<file path="src/rtl/teclado_pkg.sv">
// -----------------------------------------------------------------------------
// teclado_pkg
//   Shared definitions for the keypad PIN path: special key codes, the digit
//   classifier and the PIN-entry state type.
// -----------------------------------------------------------------------------
package teclado_pkg;

    // '#' confirms the entry, '*' clears it.
    localparam logic [3:0] KEY_CONFIRMA = 4'hE;
    localparam logic [3:0] KEY_LIMPA    = 4'hF;

    // IDLE: buffer empty. ENTRY: at least one digit collected.
    typedef enum logic {
        IDLE  = 1'b0,
        ENTRY = 1'b1
    } estado_senha_t;

    // Key codes 0x0-0x9 are numeric digits; 0xA-0xF are command/unused keys.
    function automatic logic is_digit(input logic [3:0] tecla);
        return (tecla <= 4'd9);
    endfunction

endpackage

</file>
<file path="src/rtl/detector_de_borda.sv">
// -----------------------------------------------------------------------------
// detector_de_borda
//   Rising-edge detector for a level signal. One flop holds the previous
//   level; the rise indication is the AND of the current level with the
//   inverted registered level, so it is high for exactly one cycle per
//   low-to-high transition, however long the input stays high.
// Ports
//   clk      in  1  system clock
//   rst      in  1  synchronous reset, active-high (clears the history flop)
//   i_sinal  in  1  level input
//   o_borda  out 1  high in the cycle where i_sinal is high and was low before
// -----------------------------------------------------------------------------
module detector_de_borda (
    input  logic clk,
    input  logic rst,
    input  logic i_sinal,
    output logic o_borda
);

    logic r_sinal_q;

    // NOTE: sequential state is assigned with <= so every flop samples the
    // pre-edge values of its inputs, independent of statement order.
    always_ff @(posedge clk) begin
        if (rst) begin
            r_sinal_q <= 1'b0;
        end else begin
            r_sinal_q <= i_sinal;
        end
    end

    assign o_borda = i_sinal & ~r_sinal_q;

endmodule

</file>
<file path="src/rtl/acumulador_de_senha.sv">
// -----------------------------------------------------------------------------
// acumulador_de_senha
//   Collects keypad digits into a PIN buffer. '*' clears the entry, '#'
//   delivers the collected digits as the confirmed code with a 1-cycle strobe,
//   and an entry left idle for TIMEOUT_CYC cycles is discarded with a 1-cycle
//   timeout strobe. Each key is taken once per rising edge of tecla_valid.
// Parameters
//   MAX_DIGITS   buffer capacity in digits (>=1)
//   TIMEOUT_CYC  idle cycles in ENTRY before the entry is discarded (>=2)
// Ports
//   clk           in  1            system clock
//   rst           in  1            synchronous reset, active-high
//   tecla_value   in  4            key code (0-9 digits, A-D unused, E '#', F '*')
//   tecla_valid   in  1            key valid level from the decoder
//   digitos       out 4*MAX_DIGITS live buffer, newest digit in [3:0]
//   num_digitos   out CW           live digit count
//   senha_out     out 4*MAX_DIGITS last confirmed code
//   senha_len     out CW           digit count of senha_out
//   senha_pronta  out 1            strobe: senha_out/senha_len updated
//   timeout       out 1            strobe: entry discarded by inactivity
// -----------------------------------------------------------------------------
module acumulador_de_senha
    import teclado_pkg::*;
#(
    parameter int MAX_DIGITS  = 4,
    parameter int TIMEOUT_CYC = 5000
) (
    input  logic                          clk,
    input  logic                          rst,
    input  logic [3:0]                    tecla_value,
    input  logic                          tecla_valid,
    output logic [4*MAX_DIGITS-1:0]       digitos,
    output logic [$clog2(MAX_DIGITS+1)-1:0] num_digitos,
    output logic [4*MAX_DIGITS-1:0]       senha_out,
    output logic [$clog2(MAX_DIGITS+1)-1:0] senha_len,
    output logic                          senha_pronta,
    output logic                          timeout
);

    localparam int DW = 4 * MAX_DIGITS;
    localparam int CW = $clog2(MAX_DIGITS + 1);
    localparam int TW = $clog2(TIMEOUT_CYC);

    localparam logic [CW-1:0] NUM_MAX  = CW'(MAX_DIGITS);
    localparam logic [TW-1:0] CNT_TERM = TW'(TIMEOUT_CYC - 1);

    estado_senha_t  r_estado;
    logic [DW-1:0]  r_digitos;
    logic [CW-1:0]  r_num;
    logic [TW-1:0]  r_cnt;
    logic [DW-1:0]  r_senha;
    logic [CW-1:0]  r_senha_len;
    logic           r_pronta;
    logic           r_timeout;

    logic           w_rise;
    logic [DW-1:0]  w_shifted;

    detector_de_borda u_borda (
        .clk     (clk),
        .rst     (rst),
        .i_sinal (tecla_valid),
        .o_borda (w_rise)
    );

    // Older digits move up one nibble, the new key enters at [3:0]. Nibbles
    // above the count stay zero because the buffer always starts from zero.
    assign w_shifted = (r_digitos << 4) | DW'(tecla_value);

    always_ff @(posedge clk) begin
        if (rst) begin
            r_estado    <= IDLE;
            r_digitos   <= '0;
            r_num       <= '0;
            r_cnt       <= '0;
            r_senha     <= '0;
            r_senha_len <= '0;
            r_pronta    <= 1'b0;
            r_timeout   <= 1'b0;
        end else begin
            r_pronta  <= 1'b0;
            r_timeout <= 1'b0;

            if (w_rise) begin
                // Any accepted key edge restarts the inactivity window; a key
                // on the terminal-count cycle therefore wins over the timeout.
                r_cnt <= '0;
                if (is_digit(tecla_value)) begin
                    // A full buffer ignores further digits but still counts
                    // as activity.
                    if (r_num < NUM_MAX) begin
                        r_digitos <= w_shifted;
                        r_num     <= r_num + CW'(1);
                        r_estado  <= ENTRY;
                    end
                end else if (tecla_value == KEY_LIMPA) begin
                    r_digitos <= '0;
                    r_num     <= '0;
                    r_estado  <= IDLE;
                end else if (tecla_value == KEY_CONFIRMA) begin
                    if (r_num != '0) begin
                        r_senha     <= r_digitos;
                        r_senha_len <= r_num;
                        r_pronta    <= 1'b1;
                        r_digitos   <= '0;
                        r_num       <= '0;
                        r_estado    <= IDLE;
                    end
                end
            end else if (r_estado == ENTRY) begin
                if (r_cnt == CNT_TERM) begin
                    r_digitos <= '0;
                    r_num     <= '0;
                    r_cnt     <= '0;
                    r_timeout <= 1'b1;
                    r_estado  <= IDLE;
                end else begin
                    r_cnt <= r_cnt + TW'(1);
                end
            end
        end
    end

    assign digitos      = r_digitos;
    assign num_digitos  = r_num;
    assign senha_out    = r_senha;
    assign senha_len    = r_senha_len;
    assign senha_pronta = r_pronta;
    assign timeout      = r_timeout;

endmodule

</file>
<file path="config.mk">
export PLATFORM = sky130hd
export DESIGN_NAME = acumulador_de_senha
export DESIGN_NICKNAME = d
export VERILOG_FILES = /design/src/rtl/teclado_pkg.sv /design/src/rtl/detector_de_borda.sv /design/src/rtl/acumulador_de_senha.sv
export SDC_FILE = /design/constraint.sdc
export NUM_CORES = 1
export LEC_CHECK = 0
export CAP_MARGIN = 5
export CELL_PAD_IN_SITES_DETAIL_PLACEMENT = 1
export CELL_PAD_IN_SITES_GLOBAL_PLACEMENT = 1
export CORE_MARGIN = 2
export CORE_UTILIZATION = 39
export CTS_BUF_LIST = sky130_fd_sc_hd__clkbuf_8
export CTS_CLUSTER_SIZE = 16
export DETAILED_ROUTE_END_ITERATION = 8
export GPL_TIMING_DRIVEN = 0
export PLACE_DENSITY_LB_ADDON = 0.1
export SKIP_CTS_REPAIR_TIMING = 1
export SLEW_MARGIN = 0
export SYNTH_ARGS = -nofsm -noshare
export SYNTH_HDL_FRONTEND = slang
export SYNTH_SLANG_ARGS = --single-unit
</file>
<file path="constraint.sdc">
create_clock -name clk -period 2.39 [get_ports clk]
set_clock_uncertainty 0.15 [all_clocks]
set_input_delay 0.3585 -clock clk [delete_from_list [all_inputs] [get_ports clk]]
set_output_delay 0.3585 -clock clk [all_outputs]
set_load 0.02 [all_outputs]
</file>
# [Word level (Yosys, flattened, before mapping)]
# Index checks and enable logic that the tools add are counted.
[classes] n_addsub=2 order_cmp=2 n_eq_ne=6 muxes=27 bitwise_logic=8 reduce_logical=9
[op_table] cell="2-to-1 mux 16 bit" n=8
[op_table] cell="2-to-1 mux 3 bit" n=8
[op_table] cell="bitwise OR 16 x 4 -> 16 bit" n=1
[op_table] cell="adder 13 x 1 -> 13 bit, second input constant" n=1
[op_table] cell="equality test 13 bit, second input constant" n=1
[op_table] cell="2-to-1 mux 13 bit" n=1
[op_table] cell="2-to-1 mux 1 bit" n=10
[op_table] cell="AND reduction 5 bit" n=2
[op_table] cell="equality test 4 bit, second input constant" n=2
[op_table] cell="!= test 4 bit, second input constant" n=2
[op_table] cell="inverter 1 bit" n=6
[op_table] cell="OR reduction 5 bit" n=1
[op_table] cell="<= comparator 4 bit, second input constant" n=1
[op_table] cell="nonzero test 2 bit" n=2
[op_table] cell="adder 3 x 1 -> 3 bit, second input constant" n=1
[op_table] cell="less-than comparator 3 bit, second input constant" n=1
[op_table] cell="!= test 3 bit, second input constant" n=1
[op_table] cell="AND reduction 3 bit" n=1
[op_table] cell="nonzero test 3 bit" n=1
[op_table] cell="OR reduction 3 bit" n=1
[op_table] cell="OR reduction 2 bit" n=1
[op_table] cell="bitwise AND 1 bit" n=1
[totals] reg_bits=55 inputBits=7 out_inout_bits=40 elab_cells=63

# [Depth between registers and ports, before layout]
[depth] word_depth=6 ltp_mapped=7

# [By module]
# Synthesis repeated with hierarchy kept, for this count alone.
[unflattened] cells_unflattened=239 area_unflattened_um2=2249.7
[modules_own_cells] mod="acumulador_de_senha" instances=1 cells_per_inst=236 area_per_inst_um2=2202.1
[modules_own_cells] mod="detector_de_borda" instances=1 cells_per_inst=3 area_per_inst_um2=47.5

# [Worst setup path before layout]
# Ideal clock, no wire load.
[synth_path] path_type="reg-to-reg" startpoint="register r_num[0] (netlist: num_digitos[0])" endpoint="register r_digitos[10] (netlist: digitos[10])" setup_time_ns=0.059 arrival_time_ns=1.695 path_slack_ns=0.486 stages_incl_launch_ff=8 n_path_buf=1 synth_period_minus_slack_ns=1.904 path_cell_list="dfxtp_1 inv_1 ha_1 nor3b_2 o22ai_2 nor3b_4 buf_6 a22o_1"
[synth_via] elab_chain_len=3 elab_cells_between_ends=5
[synth_rtl] element="start, declared" line_no="acumulador_de_senha.sv:49" text="logic [CW-1:0] r_num;"
[synth_rtl] element="start signal, assigned" line_no="acumulador_de_senha.sv:93" text="r_num <= r_num + CW'(1);"
[synth_rtl] element="less-than comparator 3 bit or nonzero test 3 bit (tied branches)" line_no="acumulador_de_senha.sv:91, acumulador_de_senha.sv:101"
[synth_rtl] element="!= test 3 bit (no line) or != test 4 bit (tied branches)"
[synth_rtl] element="AND reduction 5 bit (no line) *"
[synth_rtl] element="end signal, assigned" line_no="acumulador_de_senha.sv:92" text="r_digitos <= w_shifted;"
[synth_rtl] element="end, declared" line_no="acumulador_de_senha.sv:48" text="logic [DW-1:0] r_digitos;"
# Mark *: on every way between the ends. The rest lies on a longest branch, timed or not.
# A chain may end at the register's enable or synchronous reset.

# [Worst setup path in the final report]
[layout_path] startpoint="register r_num[0] (netlist: num_digitos[0])" endpoint="register r_digitos[8] (netlist: digitos[8])"
# Same word-level chain as after synthesis.

==> flow_summary_export.csv <==
group,metric,value,unit
run_status,outcome,"complete, no violations",
worst_setup_path,path_cells,"inv_1 > ha_1 > nor3b_2 > o22ai_2 > nor3b_4 > buf_6 > a22o_1",
place,dpl_cell_area,2730,sq um
floorplanning,die_h,79.0,um
cts,cts_sinks,55,
sta,rsz0062_at_grt,"false",
worst_setup_path,crit_type,"flop to flop",
floorplanning,die_x,79.0,um
synth,ys.warnings.count,0,
layout,seqCellArea,1100,sq um
synth,syn_nets,238,
sta,setup_viol,0,
global_route,grt_max_degree,19,
sta,fin_setup_tns,0,ns
sta,tightest_slew,0.617,ns
floorplanning,start_util,40.1,%
job,max_cap_viol_count,0,
synth,synth-edff-count,0,
synth,synth-seq-cells,55,
worst_setup_path,cp-end-kind,"flop",
synth,ys_seq_area_share,50.2,%
place,gp_congestion,0.757,
layout,layout.cells.non_filler,353,
sta,whs,0.227,ns
global_route,overflow,0,
synth,async_flop_share,0,%
routing,drt-initial-drc-count,52,
worst_setup_path,start_kind,"flop",
place,io_buffers,45,
layout,area_growth,29.9,%
global_route,grt_pass1_wl,8.26,mm
layout,diodes,0,
power,p_leak,0.954,nW
worst_hold_path,hold_class,"input pin to flop",
global_route,antenna_found_initial,0,
power,p_total,1.66,mW
worst_setup_path,path_delay_family,"simple AND/OR/NAND/NOR gates",
cts,clock_latency,0.31,ns
sta,fin_crit,2.06,ns
worst_setup_path,slowest_delay,0.43,ns
synth,ys.flop_type,"dfxtp_1",
worst_setup_path,cp_slowest_cell,"nor3b_4",
place,dp.cells,345,
floorplanning,pin_count,47,
layout,design_area,2850,sq um
routing,drc,0,
floorplanning,num_rows,27,
place,place_hpwl,3.70,mm
routing,wl_per_cell,14.0,um
worst_setup_path,arrival,2.17,ns
cts,cts_max_path_buffers,2,
worst_setup_path,cp_max_fo,10,
layout,multi_input_area,1010,sq um
cts,cts_made_buffers,5,
sta,finalHoldViolations,0,
synth,synth_cells,228,
routing,ant_nets,0,
cts,cts_tree,"done",
synth,syn-cell-area,2190,sq um
power,power.density,584,nW/um^2
place,post-place-ws,0.0307,ns
worst_setup_path,critPathBufInv,2,
layout,nets,290,
sta,maxClockFrequency,486,MHz
routing,vias,1780,
power,ir_worst_vdd,0.242,mV
sta,slew_headroom,58.6,%
routing,detail_route.wirelength,4.95,mm
layout,drive_gt1_share,11.4,%
synth,postSynthAreaPerCell,9.62,sq um
routing,via_per_inst,5.04,
cts,htreeDepth,2,
sta,maxSlewViolCount,0,
global_route,grt_pass1_vias,1686,
cts,path_clk_slew,0.10,ns
global_route,track_usage,17.1,%
layout,final_util,52.1,%
routing,dr.pass1.iters,4,
floorplanning,core-area,5470,sq um
sta,worst_slack,0.332,ns
floorplanning,die-area,6240,sq um
sta,fin_crit_sh,86.1,%
layout,fill_cells,636,
worst_setup_path,worst_ep_required_time,2.50,ns
cts,clockRootBuffer,"clkbuf_8",
synth,synth_cell_types,41,
[worst reg2reg max path: stages (launching register included)]
cell     delay [ns]
dfxtp_1        0.41
inv_1          0.06
ha_1           0.20
nor3b_2        0.16
o22ai_2        0.25
nor3b_4        0.43
buf_6          0.20
a22o_1         0.14
[placed cells by master, fill, tap and decap left out, drive strengths merged, types with 3 or more instances in the layout]
cell           instances
a21oi                 21
a22o                  16
buf                    7
clkbuf                 8
clkdlybuf4s50         45
dfxtp                 55
ha                     3
inv                    5
nand2                 40
nand2b                 5
nand3                  8
nand4                  6
nor2                  18
nor2b                  4
nor3                   3
nor3b                  3
o21ai                  4
xnor2                  6
xor2                   5
[path summary, 6_finish.rpt]
kind         cells after the start                         from  slack (ns)                      endpoint
max reg2reg                      7  num_digitos[0]$_SDFFE_PP0P_        0.33       digitos[8]$_SDFFE_PP0P_
min                              2                          rst        0.23  u_borda.r_sinal_q$_SDFF_PP0_
min reg2reg                      2    senha_out[4]$_SDFFE_PP0P_        0.31     senha_out[4]$_SDFFE_PP0P_
max                              7  num_digitos[0]$_SDFFE_PP0P_        0.33       digitos[8]$_SDFFE_PP0P_
[report_power, final]
part / switching, mW / internal, mW / leakage [nW]
Clock: 0.314 / 0.316 / 0.0548
Combinational: 0.0599 / 0.0430 / 0.456
Sequential: 0.00803 / 0.924 / 0.444
Total: 0.381 / 1.28 / 0.954
[registers in the layout (all words and copies together), names as in the netlist]
register / cells
r_cnt: 13
senha_out: 16
senha_pronta: 1
u_borda.r_sinal_q: 1
senha_len: 3
digitos: 16
num_digitos: 3
r_estado: 1
timeout: 1
[final cells by class]
cell class                      instances  area share (%)
Clock inverter                          3            1.62
Clock buffer                            5            2.42
Buffer                                 10            2.28
Multi-Input combinational cell        159            35.5
Timing Repair Buffer                   45            15.8
Sequential cell                        55            38.6
Tap cell                               72            3.16
Inverter                                4           0.527
[metal layers]
layer,part of all wire (%),global-route usage (%),vias to the layer above
met3,3.7,4.43,7
met2,47,27.4,32
met4,1.7,6.72,0
met5,0,0,-
li1,-,-,897
met1,47,22.1,844
[Yosys cell counts (3+ instances only)]
cell,count,share of area (%)
a22o_1,11,4.4
o21ai_0,4,0.91
a22o_2,5,2.3
buf_2,4,0.91
nand4_1,5,1.4
buf_6,3,1.5
nand2b_1,5,1.4
xor2_1,5,2.0
clkbuf_1,3,0.51
inv_1,4,0.68
ha_1,3,1.7
xnor2_1,6,2.4
nor3_1,3,0.68
a21oi_1,21,4.8
nor2_1,18,3.1
nor2b_1,4,1.1
nand2_1,40,6.8
nand3_1,7,1.6
dfxtp_1,55,50
[cells by family (layout without fill, tap and decap cells)]
kind of cell             count (synthesis)  in the layout  synth area share, %
buffers and inverters                   14             67                 3.65
AND/OR/NAND/NOR                         98             98                 24.7
XOR/XNOR                                11             11                 4.39
flip-flops                              55             55                 50.2
multiplexers                             1              1                0.513
adder cells (fa/ha/maj)                  3              3                 1.71
AO/OA/AOI/OAI                           46             46                 14.8
No activity file was read; power rests on OpenSTA's default activity.
